### src/rtl/posit_fault_pkg.sv
// Shared definitions for the posit fault monitor: FSM encoding, fault-record layout and saturating increment.
package posit_fault_pkg;

    localparam logic [0:0] MONITOR = 1'b0;
    localparam logic [0:0] ALARMED = 1'b1;

    localparam int SCALE_W = 7;

    // Record layout, LSB first: true_sum, used_sum, seq, mode[, scale_delta]
    function automatic int rec_used_lsb(input int n);
        return n;
    endfunction

    function automatic int rec_seq_lsb(input int n);
        return 2 * n;
    endfunction

    function automatic int rec_mode_bit(input int n, input int cw);
        return 2 * n + cw;
    endfunction

    function automatic int rec_delta_lsb(input int n, input int cw);
        return 2 * n + cw + 1;
    endfunction

    function automatic int rec_width(input int n, input int cw);
`ifdef FAULT_MON_SCALE_DELTA_EN
        return 2 * n + cw + 1 + SCALE_W;
`else
        return 2 * n + cw + 1;
`endif
    endfunction

    // Counters up to 32 bits share this; the caller narrows the result back to its width.
    function automatic logic [31:0] sat_inc(input logic [31:0] v, input int w);
        logic [31:0] maxv;
        maxv = (w >= 32) ? 32'hFFFF_FFFF : ((32'd1 << w) - 32'd1);
        return (v == maxv) ? v : v + 32'd1;
    endfunction

endpackage

### src/rtl/fault_event_fifo.sv
// First-word-fall-through record FIFO with synchronous flush; a push into a full FIFO succeeds only alongside a pop.
module fault_event_fifo #(
    parameter int W     = 81,
    parameter int DEPTH = 4
) (
    input  logic         clk,
    input  logic         rst_n,
    input  logic         flush,
    input  logic         push,
    input  logic         pop,
    input  logic [W-1:0] din,
    output logic [W-1:0] dout,
    output logic         valid,
    output logic         full
);

    localparam int AW = $clog2(DEPTH);

    logic [W-1:0]  mem [DEPTH];
    logic [AW-1:0] wr_ptr;
    logic [AW-1:0] rd_ptr;
    logic [AW:0]   count;
    logic          do_push;
    logic          do_pop;

    assign valid   = (count != '0);
    assign full    = (count == (AW+1)'(DEPTH));
    assign do_pop  = pop && valid;
    assign do_push = push && (!full || do_pop);
    assign dout    = mem[rd_ptr];

    always_ff @(posedge clk or negedge rst_n) begin
        if (!rst_n) begin
            for (int i = 0; i < DEPTH; i++) mem[i] <= '0;
            wr_ptr <= '0;
            rd_ptr <= '0;
            count  <= '0;
        end else if (flush) begin
            wr_ptr <= '0;
            rd_ptr <= '0;
            count  <= '0;
        end else begin
            if (do_push) begin
                mem[wr_ptr] <= din;
                wr_ptr      <= wr_ptr + AW'(1);
            end
            if (do_pop) rd_ptr <= rd_ptr + AW'(1);
            case ({do_push, do_pop})
                2'b10:   count <= count + (AW+1)'(1);
                2'b01:   count <= count - (AW+1)'(1);
                default: count <= count;
            endcase
        end
    end

endmodule

### src/rtl/posit_fault_monitor.sv
// Statistics, fault-record buffering and sliding-window alarm for the posit truncated-adder checker.
// Optional FAULT_MON_SCALE_DELTA_EN adds max_scale_delta and a per-record evt_scale_delta.
module posit_fault_monitor
    import posit_fault_pkg::*;
#(
    parameter int N            = 32,
    parameter int DEPTH        = 4,
    parameter int CNT_W        = 16,
    parameter int WINDOW       = 16,
    parameter int ALARM_THRESH = 3
) (
    input  logic               clk,
    input  logic               rst_n,
    input  logic               clear,
    input  logic               in_valid,
    input  logic               in_fault,
    input  logic               in_mode,
    input  logic [N-1:0]       in_true_sum,
    input  logic [N-1:0]       in_used_sum,
    input  logic [SCALE_W-1:0] in_true_scale,
    input  logic [SCALE_W-1:0] in_used_scale,
    output logic               evt_valid,
    input  logic               evt_ready,
    output logic [CNT_W-1:0]   evt_seq,
    output logic               evt_mode,
    output logic [N-1:0]       evt_true_sum,
    output logic [N-1:0]       evt_used_sum,
    output logic [CNT_W-1:0]   op_count,
    output logic [CNT_W-1:0]   fault_count,
    output logic [CNT_W-1:0]   trunc_count,
    output logic [CNT_W-1:0]   drop_count,
    output logic               fifo_full,
    output logic               alarm
`ifdef FAULT_MON_SCALE_DELTA_EN
    ,
    output logic [SCALE_W-1:0] max_scale_delta,
    output logic [SCALE_W-1:0] evt_scale_delta
`endif
);

    localparam int REC_W     = rec_width(N, CNT_W);
    localparam int USED_LSB  = rec_used_lsb(N);
    localparam int SEQ_LSB   = rec_seq_lsb(N);
    localparam int MODE_BIT  = rec_mode_bit(N, CNT_W);
    localparam int WIN_W     = $clog2(WINDOW);
    localparam int WF_W      = $clog2(WINDOW + 1);

    logic             accept;
    logic             pop;
    logic             push;
    logic             drop;
    logic [REC_W-1:0] rec_in;
    logic [REC_W-1:0] rec_out;
    logic [0:0]       state;
    logic [WIN_W-1:0] win_cnt;
    logic [WF_W-1:0]  win_faults;
    logic [WF_W-1:0]  win_faults_nxt;

    // clear swallows both the sample and the pop of its own cycle
    assign accept         = in_valid && !clear;
    assign pop            = evt_valid && evt_ready && !clear;
    assign push           = accept && in_fault;
    assign drop           = push && fifo_full && !pop;
    assign win_faults_nxt = win_faults + WF_W'(in_fault);
    assign alarm          = (state == ALARMED);

`ifdef FAULT_MON_SCALE_DELTA_EN
    localparam int DELTA_LSB = rec_delta_lsb(N, CNT_W);
    logic signed [SCALE_W:0] sd_diff;
    logic [SCALE_W-1:0]      sd_abs;

    // Scales are two's complement, so the magnitude of the difference fits in SCALE_W bits
    assign sd_diff = $signed({in_true_scale[SCALE_W-1], in_true_scale})
                   - $signed({in_used_scale[SCALE_W-1], in_used_scale});
    assign sd_abs  = sd_diff[SCALE_W] ? SCALE_W'(-sd_diff) : sd_diff[SCALE_W-1:0];
    assign evt_scale_delta = rec_out[DELTA_LSB +: SCALE_W];

    always_ff @(posedge clk or negedge rst_n) begin
        if (!rst_n) begin
            max_scale_delta <= '0;
        end else if (clear) begin
            max_scale_delta <= '0;
        end else if (accept && (sd_abs > max_scale_delta)) begin
            max_scale_delta <= sd_abs;
        end
    end
`else
    logic unused_scale;
    assign unused_scale = ^{in_true_scale, in_used_scale};
`endif

    always_comb begin
        rec_in                        = '0;
        rec_in[N-1:0]                 = in_true_sum;
        rec_in[USED_LSB +: N]         = in_used_sum;
        rec_in[SEQ_LSB +: CNT_W]      = op_count;
        rec_in[MODE_BIT]              = in_mode;
`ifdef FAULT_MON_SCALE_DELTA_EN
        rec_in[DELTA_LSB +: SCALE_W]  = sd_abs;
`endif
    end

    fault_event_fifo #(
        .W     (REC_W),
        .DEPTH (DEPTH)
    ) u_fifo (
        .clk   (clk),
        .rst_n (rst_n),
        .flush (clear),
        .push  (push),
        .pop   (pop),
        .din   (rec_in),
        .dout  (rec_out),
        .valid (evt_valid),
        .full  (fifo_full)
    );

    assign evt_true_sum = rec_out[N-1:0];
    assign evt_used_sum = rec_out[USED_LSB +: N];
    assign evt_seq      = rec_out[SEQ_LSB +: CNT_W];
    assign evt_mode     = rec_out[MODE_BIT];

    always_ff @(posedge clk or negedge rst_n) begin
        if (!rst_n) begin
            op_count    <= '0;
            fault_count <= '0;
            trunc_count <= '0;
            drop_count  <= '0;
        end else if (clear) begin
            op_count    <= '0;
            fault_count <= '0;
            trunc_count <= '0;
            drop_count  <= '0;
        end else begin
            if (accept) op_count <= CNT_W'(sat_inc(32'(op_count), CNT_W));
            if (push) fault_count <= CNT_W'(sat_inc(32'(fault_count), CNT_W));
            if (accept && in_mode) trunc_count <= CNT_W'(sat_inc(32'(trunc_count), CNT_W));
            if (drop) drop_count <= CNT_W'(sat_inc(32'(drop_count), CNT_W));
        end
    end

    // Window bookkeeping runs only while monitoring; once alarmed it stays frozen until clear
    always_ff @(posedge clk or negedge rst_n) begin
        if (!rst_n) begin
            state      <= MONITOR;
            win_cnt    <= '0;
            win_faults <= '0;
        end else if (clear) begin
            state      <= MONITOR;
            win_cnt    <= '0;
            win_faults <= '0;
        end else if (accept && (state == MONITOR)) begin
            if (win_faults_nxt >= WF_W'(ALARM_THRESH)) state <= ALARMED;
            if (win_cnt == WIN_W'(WINDOW - 1)) begin
                win_cnt    <= '0;
                win_faults <= '0;
            end else begin
                win_cnt    <= win_cnt + WIN_W'(1);
                win_faults <= win_faults_nxt;
            end
        end
    end

endmodule
### config.mk
export PLATFORM = sky130hd
export DESIGN_NAME = posit_fault_monitor
export DESIGN_NICKNAME = d
export VERILOG_FILES = /design/src/rtl/posit_fault_pkg.sv /design/src/rtl/fault_event_fifo.sv /design/src/rtl/posit_fault_monitor.sv
export SDC_FILE = /design/constraint.sdc
export NUM_CORES = 1
export LEC_CHECK = 0
export CAP_MARGIN = 0
export CORE_ASPECT_RATIO = 1.2
export CORE_UTILIZATION = 40
export DETAILED_ROUTE_END_ITERATION = 10
export PLACE_DENSITY = 0.64
export SYNTH_ARGS = -nofsm -noshare
export SYNTH_HDL_FRONTEND = slang
export SYNTH_SLANG_ARGS = --single-unit
export TNS_END_PERCENT = 20
### constraint.sdc
create_clock -name clk -period 3.1 [get_ports clk]
set_clock_uncertainty 0.15 [all_clocks]
set_input_delay 0.62 -clock clk [delete_from_list [all_inputs] [get_ports clk]]
set_output_delay 0.62 -clock clk [all_outputs]
set_load 0.1 [all_outputs]
==> metrics.md <==
| Metric | Value |
|---|---|
| Slew HR | 46.7% |
| Aggregate global-route resource usage | 18.6% |
| Number of synthesized flops with an enable pin | 0 |
| CTS Hold Bufs | 1 |
| CP arrival | 2170 ps |
| Routed WL | 42800 um |
| Final Max Slew Viols | 0 |
| Hold Violations, Final | 0 |
| H-tree levels | 2 |
| Worst path required time | 2330 ps |
| RSZ-0062 raised after global routing | false |
| Avg Cell Area, Syn | 14.6 um^2 |
| Post-CTS sizing | 0 |
| Cts bufs inserted | 44 |
| Sink Count | 405 |
| Highest attainable clock frequency | 0.341 GHz |
| R2R Path Start | u_fifo.count[0] |
| Initial Util | 40.7% |
| Layout area overhead | 27.7% |
| Post-DRT Antenna Nets | 0 |
| Max VDD drop | 0.506 mV |
| Worst-path fanout max | 31 |
| Die Span Y | 240 um |
| Max clock buf depth | 3 |
| Worst-margin pin slew | 793 ps |
| Vias | 11800 |
| MaxCap Viol Count | 0 |
| Worst setup margin | 164 ps |
| CTS Root Cell | clkbuf_16 |
| P per Cell Area | 760 nW/um^2 |
| Final HPWL DP | 27900 um |
| Final cycle utilization of the critical path | 94.7% |
| Top FF cell, synth | dfrtp_1 |
| Syn nets | 1382 |
| #FFs+latches synth | 405 |
| Design Area, Final | 24000 um^2 |
| Setup_tns | 0 ps |
| Setup Viol. Count Final | 0 |
| First-pass GRT wire length | 69100 um |
| Dpl ws | 62.5 ps |
| Cell count after synthesis | 1285 |
| Hold Startpoint | u_fifo.mem[128] |
| Core area | 46200 um^2 |
| Total of warnings raised by yosys | 0 |
| Post-synthesis cell area | 18800 um^2 |
| Seq/Total Area, Yosys | 53.9% |
| Synth cell types | 66 |
| FP Rows | 86 |
| Placed inst area | 22400 um^2 |
| Crit end category | output pin |
| Final net count | 1607 |
| Most frequent cells in the layout | dfrtp_1 (403), mux2_2 (342), buf_12 (104) |
| Fraction of registers with async set/reset | 100% |
| Iter 0 DRT Violations | 403 |
| Worst hold slack | 348 ps |
| I/O Buffers | 218 |
| Critical path startpoint | u_fifo.rd_ptr[0] |
| GR Overflow Total | 0 |
| Number of global-route vias before repair | 12500 |
| Post-DR vias/cell | 5.46 |
| TritonRoute pass-1 iters | 4 |
| DIE AREA | 47900 um^2 |
| Setup Crit Path Kind | reg2out |
| CTS tree | done |
| Largest net degree at the start of global routing | 77 |
| Clk slew on worst S/H paths | 60 ps |
| Most common cell after layout, fill and taps aside | dfrtp_1 |
| Status | complete, no violations |
| Routability cong. | 0.828 |
| Leakage | 10.9 nW |
| Layout cells sized above 1 | 46.0% |
| # fillers | 3792 |
| Die Width | 200 um |
| Average wire per standard cell | 19.8 um |
| I/O pin cnt | 233 |
| Clock Latency Late Sink | 570 ps |
| HP Class | reg2reg |
| Buffer count from post-CTS setup fixing | 0 |
| Drt drc | 0 |
| Tmin final | 2940 ps |
| Initial antenna violation count | 2 |
| Startpoint types | flop |
## area by class of cell
| type | count | area [um^2] | area share (%) |
|---|---|---|---|
| timing repair buffer | 256 | 3400 | 14.2 |
| sequential | 405 | 10100 | 42.2 |
| antenna | 3 | 7.51 | 0.0313 |
| clock buffer | 62 | 1300 | 5.42 |
| multi-input combinational | 790 | 8090 | 33.7 |
| clock inverter | 18 | 254 | 1.06 |
| tap | 616 | 771 | 3.21 |
| inverter | 13 | 48.8 | 0.203 |
## final timing paths
| check | endpoint | slack, ps | cells past startpoint |
|---|---|---|---|
| setup / recovery | evt_true_sum[30] | 160 | 3 |
| hold / removal | u_fifo.mem[128] | 350 | 1 |
| setup reg to reg | u_fifo.mem[296] | 690 | 5 |
| hold reg to reg | u_fifo.mem[128] | 350 | 1 |
| max in group asynchronous | u_fifo.mem[300] | 1490 | 3 |
| min in group asynchronous | u_fifo.mem[174] | 470 | 2 |
## cell families (layout without fill, tap and decap cells)
logic type                 after synthesis  after routing  synth area share [%]
other                                    0              3                     0
adders and majority gates               12             12                 0.838
AOI/OAI and AO/OA                      116            116                  4.09
and+or+nand+nor                        221            221                  6.89
xor gates and xnor gates                 8              8                 0.373
buffers and inverters                   90            349                  3.19
muxes                                  433            433                  30.7
DFF                                    405            405                  53.9
## synth_stat cells (9+ instances only)
cell | count | share of area, %
o31ai_1 | 11 | 0.44
nand3_1 | 23 | 0.61
inv_1 | 12 | 0.24
nand4_1 | 18 | 0.60
mux2_2 | 342 | 20
a21oi_1 | 41 | 1.1
ha_1 | 11 | 0.73
or4_1 | 11 | 0.44
nor2b_1 | 19 | 0.63
mux4_2 | 81 | 9.7
dfrtp_1 | 405 | 54
buf_6 | 32 | 1.9
mux2i_1 | 10 | 0.53
buf_2 | 16 | 0.43
nand2_1 | 40 | 0.80
clkbuf_1 | 23 | 0.46
or3_1 | 9 | 0.30
o21ai_0 | 13 | 0.35
nor2_1 | 32 | 0.64
nor3_1 | 15 | 0.40
and4_1 | 10 | 0.47
## per-layer routing
metal  GRT usage, %  vias up  part of all wire [%]
li1               -     5312                     -
met1           23.7     6176                    42
met2           31.3      252                    50
met3           4.41       67                   5.2
met4           5.37        0                   2.2
met5              0        -                     0
## through the flow
stage | utilization (%) | instances | total power, mW
2_1_floorplan | - | 1285 | 10.5
3_3_place_gp | 48.6 | 2079 | 12.7
3_5_place_dp | 48.6 | 2079 | 12.8
4_1_cts | 52.0 | 2160 | 18.5
5_1_grt | 52.0 | 2162 | 19.0
6_report | 52.0 | 2163 | 18.2
## sequential cells by signal, summed over array words and instances, names as in the netlist, 3 cells and up
name / count
win_cnt: 4
op_count: 16
trunc_count: 16
drop_count: 16
u_fifo.count: 3
u_fifo.mem: 324
fault_count: 16
win_faults: 5
## worst max-delay path, cell delays in order, from the launching register on
cell	delay [ps]
dfrtp_4	470
buf_12	280
mux4_2	610
buf_12	200
## report_power, final
part           switching, mW  internal [mW]  total, mW
Clock                   2.14           3.42       5.57
Combinational           3.97           2.57       6.54
Sequential             0.293           5.85       6.14
Total                   6.41           11.8       18.2
Note: power is estimated with default switching activity, not from simulation.
